[src/rtl/hazard_unit.sv]
// Hazard controller for the five-stage pipeline: E-stage forwarding, load-use stall,
// branch flush and the stall/flush sequencing of a multi-cycle multiply held in E.
module hazard_unit #(
    parameter int MUL_LAT = 4
) (
    input  logic       clk,
    input  logic       reset,
    input  logic [3:0] RA1D,
    input  logic [3:0] RA2D,
    input  logic [3:0] RA1E,
    input  logic [3:0] RA2E,
    input  logic [3:0] WA3E,
    input  logic [3:0] WA3M,
    input  logic [3:0] WA3W,
    input  logic       RegWriteM,
    input  logic       RegWriteW,
    input  logic       MemtoRegE,
    input  logic       BranchTakenE,
    input  logic       MulStartE,
    output logic [1:0] ForwardAE,
    output logic [1:0] ForwardBE,
    output logic       StallF,
    output logic       StallD,
    output logic       EnE,
    output logic       FlushD,
    output logic       FlushE,
    output logic       FlushM,
    output logic       MulBusy,
    output logic       MulDoneE
);

    typedef enum logic {IDLE, BUSY} state_t;

    localparam logic [3:0] LOAD_CNT = 4'(MUL_LAT - 2);

    state_t     state;
    logic [3:0] cnt;
    logic       mul_stall;
    logic       ld_stall;

    // R15 is the PC and never comes from the bypass network; M beats W.
    function automatic logic [1:0] fwd_sel(
        input logic [3:0] ra,
        input logic [3:0] wa_m,
        input logic [3:0] wa_w,
        input logic       we_m,
        input logic       we_w
    );
        if (ra == 4'hF)
            return 2'b00;
        else if (we_m && (wa_m == ra))
            return 2'b10;
        else if (we_w && (wa_w == ra))
            return 2'b01;
        else
            return 2'b00;
    endfunction

    always_comb begin
        ForwardAE = fwd_sel(RA1E, WA3M, WA3W, RegWriteM, RegWriteW);
        ForwardBE = fwd_sel(RA2E, WA3M, WA3W, RegWriteM, RegWriteW);
    end

    // NOTE: mul_stall is gated by reset so it drops the instant reset rises, even though
    // the IDLE-with-start term is Mealy and MulStartE may still be high.
    always_comb begin
        mul_stall = ~reset & (((state == IDLE) && MulStartE) || ((state == BUSY) && (cnt != 4'd0)));
        ld_stall  = MemtoRegE & ((RA1D == WA3E) | (RA2D == WA3E)) & ~BranchTakenE;
    end

    always_comb begin
        StallF = ld_stall | mul_stall;
        StallD = ld_stall | mul_stall;
        EnE    = ~mul_stall;
        FlushD = BranchTakenE;
        FlushE = (ld_stall | BranchTakenE) & ~mul_stall;
        FlushM = mul_stall;
    end

    // MulBusy and MulDoneE are registered alongside the state so they change only on edges.
    // NOTE: sequential state uses non-blocking assignments so every flop samples pre-edge values.
    always_ff @(posedge clk or posedge reset) begin
        if (reset) begin
            state    <= IDLE;
            cnt      <= 4'd0;
            MulBusy  <= 1'b0;
            MulDoneE <= 1'b0;
        end else begin
            case (state)
                IDLE: begin
                    if (MulStartE) begin
                        state    <= BUSY;
                        cnt      <= LOAD_CNT;
                        MulBusy  <= 1'b1;
                        MulDoneE <= (LOAD_CNT == 4'd0);
                    end
                end
                BUSY: begin
                    if (cnt != 4'd0) begin
                        cnt      <= cnt - 4'd1;
                        MulDoneE <= (cnt == 4'd1);
                    end else begin
                        state    <= IDLE;
                        MulBusy  <= 1'b0;
                        MulDoneE <= 1'b0;
                    end
                end
                default: begin
                    state    <= IDLE;
                    cnt      <= 4'd0;
                    MulBusy  <= 1'b0;
                    MulDoneE <= 1'b0;
                end
            endcase
        end
    end

endmodule

[config.mk]
export PLATFORM = sky130hd
export DESIGN_NAME = hazard_unit
export DESIGN_NICKNAME = d
export VERILOG_FILES = /design/src/rtl/hazard_unit.sv
export SDC_FILE = /design/constraint.sdc
export NUM_CORES = 1
export LEC_CHECK = 0
export ABC_AREA = 1
export ABC_CLOCK_PERIOD_IN_PS = 2550
export BUFFER_PORTS_ARGS = -buffer_cell sky130_fd_sc_hd__buf_2
export CAP_MARGIN = 10
export CORE_UTILIZATION = 47
export CTS_CLUSTER_DIAMETER = 150
export DETAILED_ROUTE_END_ITERATION = 10
export PLACE_DENSITY = 0.84
export SYNTH_ARGS = -nofsm -noshare
export SYNTH_HDL_FRONTEND = slang
export SYNTH_SLANG_ARGS = --single-unit
[constraint.sdc]
create_clock -name clk -period 2.55 [get_ports clk]
set_input_delay 0.1275 -clock clk [delete_from_list [all_inputs] [get_ports clk]]
set_output_delay 0.1275 -clock clk [all_outputs]
set_load 0.01 [all_outputs]
# Word level (Yosys, flattened, before mapping)
# Index checks and enable logic that the tools add are counted.
[totals] ff_bits=7 latch_bits=0 mem_bits_rw=0 rom_bits=0 input_bits=35 output_inout_bits=12 n_memories=0
[op_classes] n_addsub=1 mul=0 div_mod_pow=0 order_cmp=0 n_eq_ne=12 shift=0 mux=18 bitwise=11 reduce_logical=10
[op_table] cell="$eq 4x4->1" n=6
[op_table] cell="$eq 4x4->1 const B" n=2
[op_table] cell="$mux 1" n=8
[op_table] cell="$mux 2" n=4
[op_table] cell="$mux 4" n=2
[op_table] cell="$pmux 4 s2" n=1
[op_table] cell="$logic_and 1x1->1" n=6
[op_table] cell="$pmux 1 s2" n=3
[op_table] cell="$and 1x1->1" n=4
[op_table] cell="$eq 4x1->1 const B" n=1
[op_table] cell="$ne 2x2->1 const B" n=2
[op_table] cell="$not 1->1" n=4
[op_table] cell="$reduce_and 2->1" n=2
[op_table] cell="$reduce_bool 4->1" n=1
[op_table] cell="$sub 4x1->4 const B" n=1
[op_table] cell="$or 1x1->1" n=3
[op_table] cell="$ne 2x1->1 const B" n=1
[op_table] cell="$logic_or 1x1->1" n=1

# Longest topological paths before layout
# Gate-level depths: netlist of run 1.
[depth] depth_word=6 mapped_depth=10 mapped_depth_nobuf=9

# Worst setup path after synthesis of run 1
# OpenSTA, ideal clock, no wires.
[synth_timing] kind="register to output" from="register cnt[0]" to="output StallF" arrival_time_ps=1357 path_slack_ps=1065 path_stages_with_launch=11 path_buffers=1 cell_sequence="dfrtp_1 -> inv_1 -> ha_1 -> nand3_2 -> nand2_2 -> nand2_2 -> inv_2 -> nor2_4 -> inv_2 -> o21ai_2 -> buf_4"
[synth_between] elab_chain_len=5
[synth_rtl] item="start: declaration" line="37" source="logic [3:0] cnt;"
[synth_rtl] item="start signal: assignment" line="100" source="cnt <= cnt - 4'd1;"
[synth_rtl] item="$reduce_bool 4->1" line="67" source="mul_stall = ~reset & (((state == IDLE) && MulStartE) || ((state == BUSY) && (cnt != 4'd0)));"
[synth_rtl] item="$logic_and 1x1->1" line="67"
[synth_rtl] item="$logic_or 1x1->1" line="67"
[synth_rtl] item="$and 1x1->1" line="67"
[synth_rtl] item="named net FlushM" line="27" source="output logic FlushM,"
[synth_rtl] item="$or 1x1->1"
[synth_rtl] item="end: declaration" line="22" source="output logic StallF,"
# The timed path passes the listed nets, and every way through them passes these cells.

# Final worst setup path of run 1
[layout_timing] from="register cnt[0]" to="output StallF"
[layout_between] elab_chain_len=5
[layout_rtl] item="$reduce_bool 4->1" line="67"
[layout_rtl] item="$logic_and 1x1->1" line="67"
[layout_rtl] item="$logic_or 1x1->1" line="67"
[layout_rtl] item="$and 1x1->1" line="67"
[layout_rtl] item="$or 1x1->1" line="72" source="StallF = ld_stall | mul_stall;"
# No other way between the ends.

==> impl_metrics.py, run 1 <==
metrics = {
    "setup_path": {
        "reg2reg_to": "cnt[0]",
        "endpoint_kind": "output pin",
        "path_class": "register to output pin",
        "start_kind": "register",
        "r2r_cells": 8,
        "worstPathRequired_ps": 2420,
        "crit_fanout": 7,
        "r2r_start": "cnt[0]",
        "setup.worst_path.start": "cnt[0]",
        "reg2reg_slack_ps": 1250,
        "cp.arrival_ps": 1660,
    },
    "timing": {
        "hold_violations": 0,
        "slew_viol_final": 0,
        "fmax_mhz": 561,
        "fin_worst_skew_ps": 0.963,
        "fin_tns_setup_ps": 0,
        "rsz0062_at_grt": "no",
        "min_period_over_period": 0.700,
        "setup_viol": 0,
        "max-slew-margin-rel": 0.799,
        "worstMarginPinSlew_ps": 298,
        "min_period_ps": 1780,
    },
    "power_and_ir_drop": {
        "power_density_nw_per_um2": 607,
        "p_leak_nw": 0.698,
        "ir_drop_mv": 0.453,
        "power_mw": 0.685,
    },
    "yosys": {
        "synth_top_area_frac": 0.207,
        "post_synth_most_frequent_cells": "nand2_1, inv_1, nor2_1",
        "yosys_warnings": 0,
        "synthArstFlopShare": 1.00,
        "synth_area_um2": 847,
        "synth_cells": 145,
        "synthTopCellsByArea": "dfrtp_1, nand2_1, inv_1",
        "postSynthAreaPerCell_um2": 5.84,
        "ys_types": 23,
        "syn_nets": 183,
        "synth.most_common_cell": "nand2_1",
        "dominantRegCellSynth": "dfrtp_1",
        "synth_largest_area_cell": "dfrtp_1",
        "ys_ff_latch": 7,
        "synth_enable_flop_cells": 0,
        "ys_seq_area_frac": 0.207,
    },
    "placed_design": {
        "port_buffers": 46,
        "dpl.cell_count": 213,
        "hpwl_um": 1740,
        "globalplace.congestion": 0.806,
    },
    "routing": {
        "wl_per_cell_um": 9.50,
        "drtIter0Drc": 23,
        "ant_nets": 0,
        "viasPerCell": 4.77,
        "drcViolationCount": 0,
        "vias": 1040,
        "firstDrtPassIters": 4,
        "drt-total-wl_um": 2070,
    },
    "clock_network": {
        "post-cts-setup-buffers": 0,
        "clk_pin_slew_ps": 60,
        "cts_max_path_buffers": 2,
        "cts_buffers": 3,
        "root_buffer": "clkbuf_4",
        "post_cts_resized": 0,
        "htreeDepth": 1,
        "cts.sinks": 7,
        "clock_latency_ps": 260,
        "postCtsHoldBufs": 1,
        "cts_tree": "built",
    },
    "global_routing": {
        "grt_pass1_wl_um": 3340,
        "antenna_found_initial": 0,
        "grt_pass1_vias": 934,
        "grt_max_degree": 8,
        "grt_usage": 0.224,
        "gr-total-overflow": 0,
    },
    "worst_hold_path": {
        "hp-class": "input port to register",
        "hold_depth": 4,
        "min-delay-start": "MulStartE",
        "hold_end": "MulDoneE",
    },
    "finish": {
        "nFillCells": 141,
        "finalNetCount": 233,
        "diodes": 0,
        "layout-area-overhead-vs-synth_pct": 33.2,
        "finalNonFillerCells": 218,
        "layout-drive-gt1-share": 0.309,
    },
    "floorplanning": {
        "ios": 47,
        "floorplan.die_area_um2": 1980,
        "die_w_um": 44.5,
        "core_area_um2": 1590,
        "placementRows": 14,
        "die_y_um": 44.5,
        "initial_core_util": 0.531,
    },
    "run": {
        "drv_cap": 0,
    },
    "run_status": {
        "status": "complete, no violations",
    },
}
==> flip-flops by register name, indices dropped and copies added, names as in the netlist <==
signal / count
state: 1
MulDoneE: 1
MulBusy: 1
cnt: 4
==> how the worst max path moves through the flow <==
stage,endpoint,slack [ps]
after floorplan,StallF,1070
after global placement,StallF,1130
after detailed placement,StallF,1040
after CTS,StallF,770
after global routing,StallF,640
final,StallF,770
==> power by group <==
group,leakage [nW],total (mW),internal (mW),switching [mW]
combinational,0.599,0.382,0.147,0.234
clock,0.0150,0.107,0.0601,0.0472
sequential,0.0835,0.196,0.163,0.0329
==> cell families (layout without fill, tap and decap cells) <==
family,Yosys count,after routing,synth area share
xor gates and xnor gates,4,4,0.0414
DFF,7,7,0.207
and+or+nand+nor,74,74,0.400
buffers and inverters,35,84,0.164
adders and majority gates,3,3,0.0443
AOI/OAI and AO/OA,22,22,0.143
==> metal layers <==
layer,global-route usage,part of all wire,vias to the layer above
met1,0.252,0.43,449
met3,0.0122,0.049,5
met2,0.418,0.49,43
li1,-,-,543
met5,0,0,-
met4,0.121,0.021,0
==> cell usage in the layout, fill, tap and decap left out, drive strengths merged <==
cell type	instances
inv	33
nand2	41
dlygate4sd3	1
xnor2	1
clkbuf	4
o21ai	11
nand3	5
dfrtp	7
buf	46
or2	2
o22ai	3
nor2	18
a21oi	8
ha	3
xor2	3
nor3	2
nor3b	2
nand4	4
==> cell type report <==
cell class,count,area [um^2],area share
Inverter,33,124,0.110
Timing Repair Buffer,47,240,0.213
Clock buffer,4,26.3,0.0233
Tap cell,24,30.0,0.0266
Sequential cell,7,175,0.155
Multi-Input combinational cell,103,533,0.472
==> worst max-delay path, stage by stage, from the launching register on <==
cell	delay (ps)
dfrtp_1	390
inv_1	90
ha_1	220
nand3_2	100
nand2_2	100
nand2_2	90
inv_2	50
nor2_4	100
inv_2	50
o21ai_2	50
buf_2	150
==> through the flow <==
step | util | hold slack, ps | area [um^2] | worst slack, ps
after floorplan | - | -69.1 | 847 | 1070
after global placement | 0.685 | 101 | 1090 | 1130
after detailed placement | 0.685 | 110 | 1090 | 1040
after CTS | 0.708 | 178 | 1130 | 769
after global routing | 0.708 | 216 | 1130 | 640
final | 0.708 | 189 | 1130 | 766
No activity file was read; power rests on OpenSTA's default activity.
==> inputs of run 2 (changes only) <==
ABC_AREA = 0   (was 1)
ABC_CLOCK_PERIOD_IN_PS = 1400   (was 2550)
CORE_UTILIZATION = 38   (was 47)
PLACE_DENSITY = 0.75   (was 0.84)
clock period = 1.4 ns   (was 2.55 ns; I/O delays follow)
==> impl_metrics.py, run 2 <==
metrics = {
    "run_status": {
        "status": "finished with violations",
        "violations": "negative setup slack",
    },
    "power_and_ir_drop": {
        "power_density_nw_per_um2": 1330,
        "p_leak_nw": 0.573,
        "power_mw": 1.53,
        "ir_drop_mv": 0.583,
    },
    "placed_design": {
        "globalplace.congestion": 0.806,
        "hpwl_um": 1550,
        "dpl.cell_count": 162,
        "port_buffers": 46,
    },
    "setup_path": {
        "max_stage_delay_ps": 390,
        "worstPathRequired_ps": 1330,
        "start_kind": "register",
        "cp.arrival_ps": 1590,
        "cp.depth": 8,
        "crit_chain": "inv_2, ha_4, nor3b_4, a21oi_2, nand2_2, inv_2, a21oi_2, buf_2",
        "slowest_stage": "dfrtp_1",
        "worst-path-buf-inv": 3,
        "crit_path_end": "FlushE",
        "r2r_cells": 5,
        "reg2reg_to": "cnt[3]",
        "crit_fanout": 3,
        "path_class": "register to output pin",
        "endpoint_kind": "output pin",
        "reg2reg_slack_ps": 30,
        "crit_family": "flip-flops",
        "setup.worst_path.start": "cnt[0]",
        "r2r_start": "cnt[1]",
    },
    "finish": {
        "nFillCells": 164,
        "largest_register_ffs": 4,
        "layout-area-overhead-vs-synth_pct": 53.8,
        "layout-drive-gt1-share": 0.486,
        "finalNetCount": 187,
        "diodes": 0,
        "post-route-util": 0.646,
        "finalNonFillerCells": 173,
        "top_register": "cnt",
        "most-common-layout-cells": "buf_2, xor2_1, buf_4",
        "final_common_cell": "buf_2",
    },
    "run": {
        "drv_cap": 0,
    },
    "timing": {
        "fin_tns_setup_ps": -1030,
        "worstMarginPinSlew_ps": 324,
        "fin_worst_skew_ps": 1.36,
        "slew_viol_final": 0,
        "fmax_mhz": 602,
        "min_period_over_period": 1.19,
        "max-slew-margin-rel": 0.782,
        "hold_violations": 0,
        "layout_setup_ws_ps": -262,
        "min_period_ps": 1660,
        "rsz0062_at_grt": "yes",
        "fin_hold_ws_ps": 29.9,
        "setup_viol": 5,
    },
    "yosys": {
        "syn_nets": 127,
        "post_synth_most_frequent_cells": "xor2_1, xnor2_1, inv_1",
        "synthArstFlopShare": 1.00,
        "synth_largest_area_cell": "dfrtp_1",
        "ys_ff_latch": 7,
        "synthTopCellsByArea": "dfrtp_1, xor2_1, xnor2_1",
        "ys_seq_area_frac": 0.234,
        "postSynthAreaPerCell_um2": 8.42,
        "dominantRegCellSynth": "dfrtp_1",
        "ys_types": 28,
        "synth.most_common_cell": "xor2_1",
        "yosys_warnings": 0,
        "synth_area_um2": 749,
        "synth_enable_flop_cells": 0,
        "synth_top_area_frac": 0.234,
        "synth_cells": 89,
    },
    "clock_network": {
        "cts.sinks": 7,
        "root_buffer": "clkbuf_4",
        "htreeDepth": 1,
        "cts_buffers": 3,
        "clock_latency_ps": 270,
        "clk_pin_slew_ps": 60,
        "cts_max_path_buffers": 2,
        "cts_tree": "built",
    },
    "global_routing": {
        "grt_usage": 0.187,
        "gr-total-overflow": 0,
        "grt_max_degree": 10,
        "grt_pass1_vias": 759,
        "grt_pass1_wl_um": 2900,
        "antenna_found_initial": 0,
    },
    "floorplanning": {
        "ios": 47,
        "placementRows": 15,
        "die_w_um": 46.4,
        "die_y_um": 46.4,
        "floorplan.die_area_um2": 2150,
        "core_area_um2": 1780,
        "initial_core_util": 0.420,
    },
    "routing": {
        "drtIter0Drc": 0,
        "ant_nets": 0,
        "firstDrtPassIters": 1,
        "vias": 829,
        "drcViolationCount": 0,
        "viasPerCell": 4.79,
        "drt-total-wl_um": 1870,
        "wl_per_cell_um": 10.8,
    },
    "worst_hold_path": {
        "hp-class": "input port to register",
    },
}
==> run 2: through the flow <==
stage | worst slack, ps | cell area [um^2]
floorplan | 10.5 | 777
global route | -357 | 1150
detailed placement | 31.3 | 1050
global placement | 79.3 | 1050
CTS | -208 | 1120
finish | -262 | 1150
==> run 2: worst min path at each step <==
stage	from	endpoint	slack, ps	depth (start not counted)
final	MulStartE	cnt[0]	30	2
after global routing	MulStartE	cnt[0]	50	2
after CTS	MulStartE	cnt[0]	30	2
after detailed placement	reset	cnt[3]	110	3
after global placement	reset	cnt[2]	110	3
after floorplan	reset	MulBusy	-110	1
==> run 2: cells by family after synthesis <==
kind of cell / Yosys count / share of synthesized area
AO/OA/AOI/OAI: 16 / 0.137
XOR/XNOR: 23 / 0.269
adder cells (fa/ha/maj): 3 / 0.0501
buffers and inverters: 12 / 0.0718
flip-flops: 7 / 0.234
AND/OR/NAND/NOR: 28 / 0.239
==> run 2: where the power goes <==
group | leakage, nW | switching [mW] | internal [mW]
combinational | 0.474 | 0.440 | 0.508
sequential | 0.0834 | 0.0804 | 0.294
clock | 0.0150 | 0.0940 | 0.110
total | 0.573 | 0.615 | 0.912
==> run 2: area by class of cell <==
cell class / count / area [um^2] / area share
Tap cell: 25 / 31.3 / 0.0271
Timing Repair Buffer: 58 / 342 / 0.296
Clock buffer: 4 / 26.3 / 0.0228
Sequential cell: 7 / 175 / 0.152
Multi-Input combinational cell: 70 / 544 / 0.472
Inverter: 9 / 33.8 / 0.0293
==> run 2: metal layers <==
layer | global-route usage | vias to the layer above | wire length [um]
met4 | 0.0529 | 0 | 19
li1 | - | 416 | -
met1 | 0.184 | 382 | 703
met2 | 0.381 | 28 | 1050
met5 | 0 | - | 0
met3 | 0.0353 | 3 | 94
==> run 2: repair_timing <==
item	in CTS	in global routing
gates resized for setup	2	2
hold endpoints to repair	7	0
setup buffers	4	2
pin swaps	2	3
endpoints found under the setup margin	5	6
hold buffers	1	0
==> run 2: worst reg2reg max path: cells and delay by family, from the launching register on <==
kind	cells	cell delay, ps
flops	1	390
buf+inv	2	250
compound gates	2	250
simple gates	1	370
==> inputs of run 3 (changes only) <==
--- a/config.mk
+++ b/config.mk
@@ -10,4 +10,5 @@
 export BUFFER_PORTS_ARGS = -buffer_cell sky130_fd_sc_hd__buf_2
 export CAP_MARGIN = 10
+export CORE_MARGIN = 4
 export CORE_UTILIZATION = 38
 export CTS_CLUSTER_DIAMETER = 150
==> constraint.sdc (replaced) <==
create_clock -name clk -period 1.4 [get_ports clk]
set_input_delay 0.07 -clock clk [delete_from_list [all_inputs] [get_ports clk]]
set_output_delay 0.07 -clock clk [all_outputs]
set_load 0.02 [all_outputs]
==> impl_metrics.py, run 3 (synthesis gave the netlist of run 2 again) <==
metrics = {
    "run_status": {
        "status": "finished with violations",
        "violations": "negative setup slack",
    },
    "setup_path": {
        "endpoint_kind": "output pin",
        "r2r_cells": 5,
        "path_class": "register to output pin",
        "crit_fanout": 3,
        "worstPathRequired_ps": 1330,
        "start_kind": "register",
        "cp.arrival_ps": 1560,
    },
    "placed_design": {
        "dpl.cell_count": 162,
        "port_buffers": 46,
        "hpwl_um": 1750,
        "globalplace.congestion": 0.794,
        "place_ws_ps": 16.3,
        "postPlaceCellArea_um2": 1070,
    },
    "timing": {
        "fin_worst_skew_ps": 3.55,
        "rsz0062_at_grt": "yes",
        "slew_viol_final": 0,
        "max-slew-margin-rel": 0.727,
        "setup_viol": 5,
        "layout_setup_ws_ps": -231,
        "fmax_mhz": 613,
        "min_period_ps": 1630,
        "worstMarginPinSlew_ps": 406,
        "min_period_over_period": 1.16,
        "hold_violations": 0,
    },
    "power_and_ir_drop": {
        "netSwitchingFraction": 0.435,
        "power_density_nw_per_um2": 1420,
        "power_mw": 1.69,
        "seq_power_share": 0.223,
        "clock_power_share": 0.113,
        "power_frac_comb": 0.663,
        "power.switching_mw": 0.733,
        "p_int_mw": 0.952,
        "p_leak_nw": 0.581,
        "ir_drop_mv": 0.663,
    },
    "worst_hold_path": {
        "hold_depth": 2,
        "hp-class": "input port to register",
    },
    "floorplanning": {
        "core_area_um2": 1800,
        "initial_core_util": 0.416,
        "ios": 47,
        "die_y_um": 52.4,
        "floorplan.die_area_um2": 2750,
        "die_w_um": 52.4,
        "placementRows": 15,
    },
    "global_routing": {
        "gr-total-overflow": 0,
        "grt_pass1_vias": 817,
        "grt_pass1_wl_um": 3260,
        "grt_max_degree": 10,
        "antenna_found_initial": 0,
        "grt_usage": 0.160,
    },
    "clock_network": {
        "cts_max_path_buffers": 2,
        "cts_tree": "built",
        "htreeDepth": 1,
        "cts_buffers": 3,
        "root_buffer": "clkbuf_4",
        "clock_latency_ps": 260,
        "clk_pin_slew_ps": 50,
        "cts.sinks": 7,
    },
    "finish": {
        "post-route-util": 0.660,
        "diodes": 0,
        "largest_register_ffs": 4,
        "finalNonFillerCells": 172,
        "top_register": "cnt",
        "layout-area-overhead-vs-synth_pct": 58.6,
        "layout-drive-gt1-share": 0.510,
        "most-common-layout-cells": "buf_2, xor2_1, buf_4",
        "finalNetCount": 186,
        "post-route-cell-area_um2": 1190,
        "final_common_cell": "buf_2",
    },
    "routing": {
        "vias": 837,
        "drtIter0Drc": 10,
        "firstDrtPassIters": 4,
        "drt-total-wl_um": 2140,
        "viasPerCell": 4.87,
        "drcViolationCount": 0,
        "ant_nets": 0,
        "wl_per_cell_um": 12.4,
    },
    "run": {
        "drv_cap": 0,
    },
}
run 3: worst max-delay path, cell delays in order, from the launching register on:
cell and delay (ps):
dfrtp_1 390, inv_2 80, ha_4 140, nor3b_4 220
a21oi_2 110, nand2_4 100, inv_4 50, a21oi_4 100
buf_6 130
run 3: path summary, 6_finish.rpt:
path	start	to	slack (ps)
worst max-delay path	cnt[1]	FlushE	-230
worst min-delay path	MulStartE	cnt[0]	40
worst max register to register	cnt[1]	cnt[3]	0
worst min register to register	MulDoneE	MulDoneE	540
max in group asynchronous	reset	cnt[0]	880
min in group asynchronous	reset	state	390
run 3: per-stage QoR:
stage / TNS, ps / hold WS [ps]
2_1_floorplan: -51.1 / -96.9
3_3_place_gp: 0 / 114
3_5_place_dp: 0 / 119
4_1_cts: -906 / 38.1
5_1_grt: -1240 / 41.0
6_report: -824 / 40.7
run 3: per-layer routing:
layer,share of wire,track usage
met1,0.34,0.156
met2,0.56,0.312
met5,0,0
met4,0.018,0.0468
met3,0.078,0.0513
run 3: final cells by class:
class,count,area [um^2]
fill,159,613
multi-input combinational,70,579
timing repair buffer,57,340
sequential,7,175
inverter,9,36.3
tap,25,31.3
clock buffer,4,26.3
run 3: repair_timing:
item,in CTS,in global routing
buffers inserted,5,3
pin swaps,2,2
gates resized for setup,7,6
setup endpoints to repair,5,8
endpoints found under the hold margin,7,0
gates cloned,0,0
hold buffers,1,0
run 3: power by group through the flow:
stage / combinational [mW] / clock, mW / sequential (mW)
floorplan: 0.563 / 0 / 0.399
global placement: 0.836 / 0 / 0.374
detailed placement: 0.882 / 0 / 0.377
CTS: 1.02 / 0.198 / 0.374
global route: 1.21 / 0.209 / 0.384
finish: 1.12 / 0.191 / 0.377
